==> src/rtl/div_pkg.sv <==
// Shared definitions for the iterative divider: FSM encoding, default sizes,
// and the quotient pattern returned on divide-by-zero.
package div_pkg;

    localparam int DIV_WIDTH = 32;
    localparam int DIV_CNT_W = 6;

    // MIPS leaves HI/LO undefined on divide-by-zero; all-ones is a cheap, recognisable pattern.
    localparam logic [DIV_WIDTH-1:0] DIV_ZERO_QUO = '1;

    typedef enum logic [1:0] {
        IDLE = 2'd0,
        RUN  = 2'd1,
        ZERO = 2'd2,
        DONE = 2'd3
    } div_state_t;

endpackage

==> src/rtl/div_step.sv <==
// One restoring-division iteration: shift {rem,quo} left, trial-subtract the divisor,
// keep the difference and set the new quotient bit when it does not go negative.
module div_step
    import div_pkg::*;
#(
    parameter int WIDTH = DIV_WIDTH
) (
    input  logic [WIDTH-1:0] rem,
    input  logic [WIDTH-1:0] quo,
    input  logic [WIDTH-1:0] divisor,
    output logic [WIDTH-1:0] rem_next,
    output logic [WIDTH-1:0] quo_next
);

    // One extra bit: a partial remainder just below a large divisor overflows WIDTH when doubled.
    logic [WIDTH:0] rem_sh;
    logic [WIDTH:0] diff;

    assign rem_sh = {rem, quo[WIDTH-1]};
    assign diff   = rem_sh - {1'b0, divisor};

    always_comb begin
        rem_next = rem_sh[WIDTH-1:0];
        quo_next = {quo[WIDTH-2:0], 1'b0};
        if (!diff[WIDTH]) begin
            rem_next = diff[WIDTH-1:0];
            quo_next = {quo[WIDTH-2:0], 1'b1};
        end
    end

endmodule

==> src/rtl/div_seq.sv <==
// Multi-cycle DIV/DIVU sequencer for EX: stalls the pipeline while iterating and strobes
// result_valid for one cycle in DONE. DIV_EARLY_EXIT_EN skips leading zeros of the dividend.
module div_seq
    import div_pkg::*;
#(
    parameter int WIDTH = DIV_WIDTH,
    parameter int CNT_W = DIV_CNT_W
) (
    input  logic             clk,
    input  logic             rst,
    input  logic             start,
    input  logic             signed_div,
    input  logic [WIDTH-1:0] dividend,
    input  logic [WIDTH-1:0] divisor,
    input  logic             cancel,
    output logic             stall_div,
    output logic             result_valid,
    output logic [WIDTH-1:0] quotient,
    output logic [WIDTH-1:0] remainder
);

    div_state_t       state;
    div_state_t       state_next;
    logic [CNT_W-1:0] cnt;
    logic [WIDTH-1:0] rem_q;
    logic [WIDTH-1:0] quo_q;
    logic [WIDTH-1:0] dvs_q;
    logic             neg_quo;
    logic             neg_rem;

    logic             dvd_neg;
    logic             dvs_neg;
    logic [WIDTH-1:0] dvd_mag;
    logic [WIDTH-1:0] dvs_mag;
    logic             accept;
    logic [WIDTH-1:0] quo_init;
    logic [CNT_W-1:0] cnt_init;
    logic [WIDTH-1:0] rem_nx;
    logic [WIDTH-1:0] quo_nx;

    assign dvd_neg = signed_div & dividend[WIDTH-1];
    assign dvs_neg = signed_div & divisor[WIDTH-1];
    assign dvd_mag = dvd_neg ? -dividend : dividend;
    assign dvs_mag = dvs_neg ? -divisor : divisor;
    assign accept  = (state == IDLE) & start & ~cancel;

`ifdef DIV_EARLY_EXIT_EN
    logic [CNT_W-1:0] sig_n;

    // Significant bits of the magnitude, never less than one so a zero dividend still runs once.
    always_comb begin
        sig_n = CNT_W'(1);
        for (int i = 0; i < WIDTH; i++) begin
            if (dvd_mag[i]) begin
                sig_n = CNT_W'(i + 1);
            end
        end
    end

    assign quo_init = dvd_mag << (WIDTH - int'(sig_n));
    assign cnt_init = sig_n - CNT_W'(1);
`else
    assign quo_init = dvd_mag;
    assign cnt_init = CNT_W'(WIDTH - 1);
`endif

    div_step #(
        .WIDTH   (WIDTH)
    ) u_step (
        .rem      (rem_q),
        .quo      (quo_q),
        .divisor  (dvs_q),
        .rem_next (rem_nx),
        .quo_next (quo_nx)
    );

    always_comb begin
        state_next   = state;
        stall_div    = 1'b0;
        result_valid = 1'b0;
        case (state)
            IDLE: begin
                if (start) begin
                    stall_div  = 1'b1;
                    state_next = (dvs_mag == '0) ? ZERO : RUN;
                end
            end
            RUN: begin
                stall_div = 1'b1;
                if (cnt == '0) begin
                    state_next = DONE;
                end
            end
            ZERO: begin
                stall_div  = 1'b1;
                state_next = DONE;
            end
            DONE: begin
                // start is ignored here: it still belongs to the instruction leaving EX.
                result_valid = 1'b1;
                state_next   = IDLE;
            end
            default: state_next = IDLE;
        endcase
        if (cancel || !rst) begin
            state_next   = IDLE;
            stall_div    = 1'b0;
            result_valid = 1'b0;
        end
    end

    always_ff @(posedge clk) begin
        if (!rst) begin
            state     <= IDLE;
            cnt       <= '0;
            rem_q     <= '0;
            quo_q     <= '0;
            dvs_q     <= '0;
            neg_quo   <= 1'b0;
            neg_rem   <= 1'b0;
            quotient  <= '0;
            remainder <= '0;
        end else begin
            state <= state_next;
            case (state)
                IDLE: begin
                    if (accept) begin
                        // The divide-by-zero path reports the raw dividend, so park it in rem_q.
                        rem_q   <= (dvs_mag == '0) ? dividend : '0;
                        quo_q   <= quo_init;
                        dvs_q   <= dvs_mag;
                        cnt     <= cnt_init;
                        neg_quo <= dvd_neg ^ dvs_neg;
                        neg_rem <= dvd_neg;
                    end
                end
                RUN: begin
                    if (!cancel) begin
                        rem_q <= rem_nx;
                        quo_q <= quo_nx;
                        if (cnt == '0) begin
                            quotient  <= neg_quo ? -quo_nx : quo_nx;
                            remainder <= neg_rem ? -rem_nx : rem_nx;
                        end else begin
                            cnt <= cnt - CNT_W'(1);
                        end
                    end
                end
                ZERO: begin
                    if (!cancel) begin
                        quotient  <= WIDTH'(DIV_ZERO_QUO);
                        remainder <= rem_q;
                    end
                end
                default: ;
            endcase
        end
    end

endmodule
==> config.mk <==
export PLATFORM = sky130hd
export DESIGN_NAME = div_seq
export DESIGN_NICKNAME = d
export VERILOG_FILES = /design/src/rtl/div_pkg.sv /design/src/rtl/div_step.sv /design/src/rtl/div_seq.sv
export SDC_FILE = /design/constraint.sdc
export NUM_CORES = 1
export LEC_CHECK = 0
export CORE_MARGIN = 10
export CORE_UTILIZATION = 30
export CTS_CLUSTER_DIAMETER = 30
export DETAILED_ROUTE_END_ITERATION = 16
export PLACE_DENSITY_LB_ADDON = 0.05
export SYNTH_ARGS = -nofsm -noshare
export SYNTH_HDL_FRONTEND = slang
export SYNTH_HIERARCHICAL = 1
export SYNTH_SLANG_ARGS = --single-unit
==> constraint.sdc <==
create_clock -name clk -period 7.7 [get_ports clk]
set_clock_uncertainty 0.05 [all_clocks]
set_input_delay 1.54 -clock clk [delete_from_list [all_inputs] [get_ports clk]]
set_output_delay 1.54 -clock clk [all_outputs]
set_load 0.02 [all_outputs]
Word level (Yosys, flattened, before mapping)

Cells that the tools add are included.

$add $sub $neg: 6
Eq/ne operators: 9
Muxes and demuxes: 34
Bitwise gates (word level): 7
Reduce and logical (&&, ||, !) cells: 14

Operator list:

| cell                                                                   | number |
|---|---|
| 32-bit two-way mux                                                     | 16 |
| 32-bit case mux with 2 select lines                                    | 4 |
| 32-bit negator                                                         | 4 |
| 33-bit by 32-bit subtractor with 33-bit output                         | 1 |
| 32-bit logical NOT                                                     | 1 |
| 6-bit two-way mux                                                      | 3 |
| 2-bit != test (second input constant)                                  | 6 |
| 6-bit case mux with 2 select lines                                     | 1 |
| 2-bit case mux with 4 select lines                                     | 1 |
| 4-bit AND reduction                                                    | 2 |
| 6-bit logical NOT                                                      | 1 |
| 2-bit two-way mux                                                      | 3 |
| 6-bit by 1-bit subtractor with 6-bit output (second input constant)    | 1 |
| 1-bit two-way mux                                                      | 5 |
| 1-bit bitwise AND                                                      | 4 |
| 2-bit equality test (second input constant)                            | 2 |
| 2-bit AND reduction                                                    | 2 |
| 2-bit nonzero test                                                     | 2 |
| 2-bit OR reduction                                                     | 2 |
| 3-bit AND reduction                                                    | 1 |
| 2-bit by 1-bit equality test with 1-bit output (second input constant) | 1 |
| 2-bit logical NOT                                                      | 1 |
| 1-bit NOT                                                              | 2 |
| 1-bit case mux with 2 select lines                                     | 1 |
| 3 further kinds                                                        | 3 |

Flip-flop bits (word level): 170
Bits of input ports: 69
Output and inout port bits: 66

Logic depth before layout (Yosys ltp)

Depth in word-level cells: 7
Depth in mapped cells: 24
Depth with buffers taken out: 22

Cells and area by module

Netlist, hierarchy kept.

By module, submodules not included:

| module   | times used | cells an instance | area each (um^2) |
|---|---|---|---|
| div_seq  | 1          | 1382              | 10481.3 |
| div_step | 1          | 336               | 2591.2 |

Worst setup path before layout

Ideal clock, no wire load.

Path type: register to register
From: register quo_q[31]
To: register remainder[17]
Library setup time: 70 ps
Data arrival time: 5262 ps
Setup slack: 2318 ps
Stages on the path, launching flop included: 23
Path buffers: 1
Clock period less this slack: 5382 ps
Cells stage by stage: dfxtp_1 inv_1 ha_1 fa_1 and2b_1 o2111ai_2 a21oi_2 o2111ai_1 a211oi_2 nor2_4 mux2i_4 and2_4 buf_12 inv_8 mux2_2 or4_1 or4_1 or4_1 o41ai_1 xor2_1 o21ai_0 nand2_1 a21boi_1

Cells in the longest elaborated chain, start to end: 7

RTL lines:

| item                                           | RTL line       | RTL |
|---|---|---|
| start: declaration                             | div_seq.sv:26  | `logic [WIDTH-1:0] quo_q;` |
| start signal: assignment                       | div_seq.sv:130 | `quo_q <= quo_init;` |
| start signal: assignment                       | div_seq.sv:140 | `quo_q <= quo_nx;` |
| 33-bit by 32-bit subtractor with 33-bit output | div_step.sv:20 | `assign diff = rem_sh - {1'b0, divisor};` |
| 32-bit two-way mux                             | div_step.sv:25 | `if (!diff[WIDTH]) begin` |
| via rem_nx[4]                                  | div_seq.sv:38  | `logic [WIDTH-1:0] rem_nx;` |
| 32-bit negator                                 | div_seq.sv:143 | `remainder <= neg_rem ? -rem_nx : rem_nx;` |
| 32-bit two-way mux                             | div_seq.sv:143 |  |
| 32-bit two-way mux                             | div_seq.sv:141 | `if (cnt == '0) begin` |
| 32-bit two-way mux                             | div_seq.sv:138 | `if (!cancel) begin` |
| 32-bit case mux with 2 select lines            | div_seq.sv:125 | `case (state)` |
| end signal: assignment                         | div_seq.sv:143 |  |
| end signal: assignment                         | div_seq.sv:152 | `remainder <= rem_q;` |
| end: declaration                               | div_seq.sv:19  | `output logic [WIDTH-1:0] remainder` |

The timed path passes the listed nets, and every way through them passes these cells. The select of a mux whose other input is x is not followed.
A chain may end at the register's enable or synchronous reset.

Final worst setup path

From: register quo_q[31]
To: register remainder[31]

The elaborated chain is that of the path after synthesis.

==> metrics.yaml <==
outcome:
  status: "finished clean"
route:
  vias: 12473
  drtPass1Iterations: 5
  drtIter0Drc: 679
  avgRoutedWirePerCell_microns: 20.02
  routed_via_density: 5.344
  drtAntennaViolNets: 0
  drc_errors: 0
  wl_mm: 46.72
pwr:
  power_density_mw_per_mm2: 171.2
  total_power_w: 0.002586
  power_leakage_nw: 5.905
  ir_worst_vdd_mv: 0.1357
global_routing:
  grt_pass1_vias: 12230
  grt_max_degree: 81
  grt_overflow: 0
  antenna_found_initial: 0
  grt_pass1_wl_mm: 73.33
  track_usage_pct: 17.53
setup_path:
  cp_data_arrival_time_ns: 6.70
  cpMostUsedCell: "or4_1"
  worstSetupPathType: "reg2reg"
  cp_data_required_time_ns: 8.03
  critical_path_buf_inv_count: 2
  worst_path_largest_cell_delay_ns: 0.59
  cp_slowest_cell: "or4_1"
  worstPathCellList: "inv_1 -> ha_1 -> fa_1 -> and2b_1 -> o2111ai_2 -> a21oi_2 -> o2111ai_1 -> a211oi_2 -> nor2_4 -> mux2i_4 -> and2_4 -> inv_8 -> mux2_2 -> or4_1 -> or4_1 -> nor4_1 -> nand2_1 -> o41ai_1 -> xnor2_1 -> mux2i_1 -> o21ai_0"
  cp_max_fo: 28
  crit_family: "simple AND/OR/NAND/NOR gates"
  critPathLaunchType: "flop"
  critPathCaptureType: "flop"
layout:
  diodes: 0
  finalCoreUtilization_pct: 35.06
  drive_gt1_share_pct: 8.119
  final_cells: 2334
  syn2layout_area_growth_pct: 15.52
  nets: 1851
clock_tree:
  cts_resized: 0
  cts_sinks: 170
  cts_max_path_buffers: 2
  htreeDepth: 4
  clk_latency_ns: 0.46
  cts-root-buf: "clkbuf_16"
  cts_post_setup_buffers_inserted: 0
  clk_pin_slew_ns: 0.07
  cts_buffers: 17
  cts_tree: "done"
  ctsHoldBuffers: 0
job:
  maxCapViolCount: 0
floorplan:
  die_w_microns: 228.7
  start_util_pct: 30.35
  core_region_area_sq_mm: 0.04308
  die_h_microns: 228.7
  io-pin-count: 135
  rows: 76
  die_area_sq_mm: 0.05232
logic_synthesis:
  yosysMostFrequentCell: "nand2_1"
  syn_nets: 1831
  synth_edf_count: 0
  yosysTopAreaCell: "dfxtp_1"
  async_flop_share_pct: 0
  synth_top_area_share_pct: 26.03
  yosysUniqueCellTypes: 88
  seq_area_frac_synth_pct: 26.03
  synth_common_cells: "nand2_1 (278), dfxtp_1 (170), o21ai_0 (102)"
  syn_avg_cell_area_sq_um: 7.609
  syn-instance-count: 1718
  synth_ff_type: "dfxtp_1"
  mappedNetlistArea_sq_mm: 0.01307
  ys_ff_latch: 170
  yosysWarnings: 6
  synth.area.top_cells: "dfxtp_1 (26%), nand2_1 (8.0%), ha_1 (4.1%)"
timing:
  relSlewSlack_pct: 21.89
  rsz0062_at_grt: "false"
  setup_ws_ns: 1.335
  min_period_ns: 6.366
  slew_viol_final: 0
  fmax_mhz: 157.1
  fin_crit_sh_pct: 82.67
  setup_viol: 0
  finalHoldViolCount: 0
  fin_tns_setup_ns: 0
  worst_pin_slew_ns: 1.170
worst_hold_path:
  hold_class: "reg2reg"
placed_design:
  gp_congestion: 0.8299
  pre_cts_ws_ns: 1.468
  dp.cells: 2304
  dp_hpwl_mm: 34.76
  io_buffers: 134
-- metal layers --
layer | up-vias | GRT usage (%) | wire (microns)
met3 | 18 | 2.904 | 1702
met4 | 0 | 2.854 | 289
met5 | - | 0 | 0
met2 | 231 | 28.85 | 21980
li1 | 6188 | - | -
met1 | 6036 | 23.83 | 22750
-- sequential cells by signal (all words and copies together), names as in the netlist --
register and cells:
neg_quo 1, dvs_q 32, state 2, remainder 32, quo_q 32, cnt 6
rem_q 32, quotient 32, neg_rem 1
-- worst reg2reg max path, delay by kind of cell, from the launching register on --
kind | cells | cell delay (ns)
AND/OR/NAND/NOR | 7 | 2.57
AO/OA/AOI/OAI | 6 | 1.58
flip-flops | 1 | 0.35
adder cells (fa/ha/maj) | 2 | 0.60
XOR/XNOR | 1 | 0.17
multiplexers | 3 | 0.81
buffers and inverters | 2 | 0.18
-- final cells by class --
cell class,instances,area (sq um)
Fill cell,4606,27970
Tap cell,585,732.0
Inverter,85,326.6
Timing Repair Buffer,149,1451
Clock buffer,19,442.9
Clock inverter,11,146.4
Sequential cell,170,3403
Multi-Input combinational cell,1315,8600
-- placed cells by master (no fill, tap or decap), types with 7 or more instances in the layout --
master,synthesis,final
or3_1,17,17
o2111ai_1,11,11
a21oi_1,66,64
nor3_1,45,45
buf_4,34,16
o41ai_1,15,15
dfxtp_1,170,170
o21ai_0,102,102
and3_1,11,11
a21o_1,19,17
o211a_1,31,31
nor4_1,20,20
nand2b_1,11,11
a31oi_1,24,24
nand2_1,278,278
o221ai_1,14,14
nor3b_1,14,14
xor2_1,58,58
o221a_2,7,7
or4_1,15,15
mux2i_1,19,19
a21boi_0,40,40
a211oi_1,10,10
nor2_1,68,67
o31ai_1,29,29
clkbuf_16,0,17
nand4_1,24,24
xnor2_1,58,58
or2_2,7,7
nand3_1,92,92
mux2_4,19,19
o211ai_1,11,11
o21ai_2,30,30
o21a_1,7,7
clkdlybuf4s50_1,0,133
nor2b_1,7,7
inv_1,84,84
o311ai_0,9,9
and2_1,9,9
ha_1,43,41
-- final timing paths --
check,startpoint,endpoint,slack (ns),cells after the start
max reg2reg,quo_q[31],remainder[31],1.33,21
max,quo_q[31],remainder[31],1.33,21
min reg2reg,remainder[22],remainder[22],0.41,2
min,remainder[22],remainder[22],0.41,2
-- per-stage QoR --
step / area [sq um] / hold WS, ns
after floorplan: 13070 / 0.3913
after global placement: 14510 / 0.3942
after detailed placement: 14510 / 0.3992
after CTS: 15100 / 0.4102
after global routing: 15100 / 0.4262
final: 15100 / 0.4088
-- cell families (layout without fill, tap and decap cells) --
group	count (synthesis)	count (layout)	synth area share, %
and+or+nand+nor	643	643	23.67
buffers and inverters	233	264	8.547
muxes	43	43	4.154
AOI/OAI and AO/OA	469	469	25.56
DFF	170	170	26.03
adders and majority gates	44	44	4.269
xor gates and xnor gates	116	116	7.772
-- where the power goes --
group | leakage [nW] | switching [W] | internal [W] | total [W]
Sequential | 1.38 | 0.0000363 | 0.000915 | 0.000952
Clock | 0.285 | 0.000402 | 0.000516 | 0.000917
Combinational | 4.24 | 0.000437 | 0.000280 | 0.000717
Power figures use the tool's default switching activity.
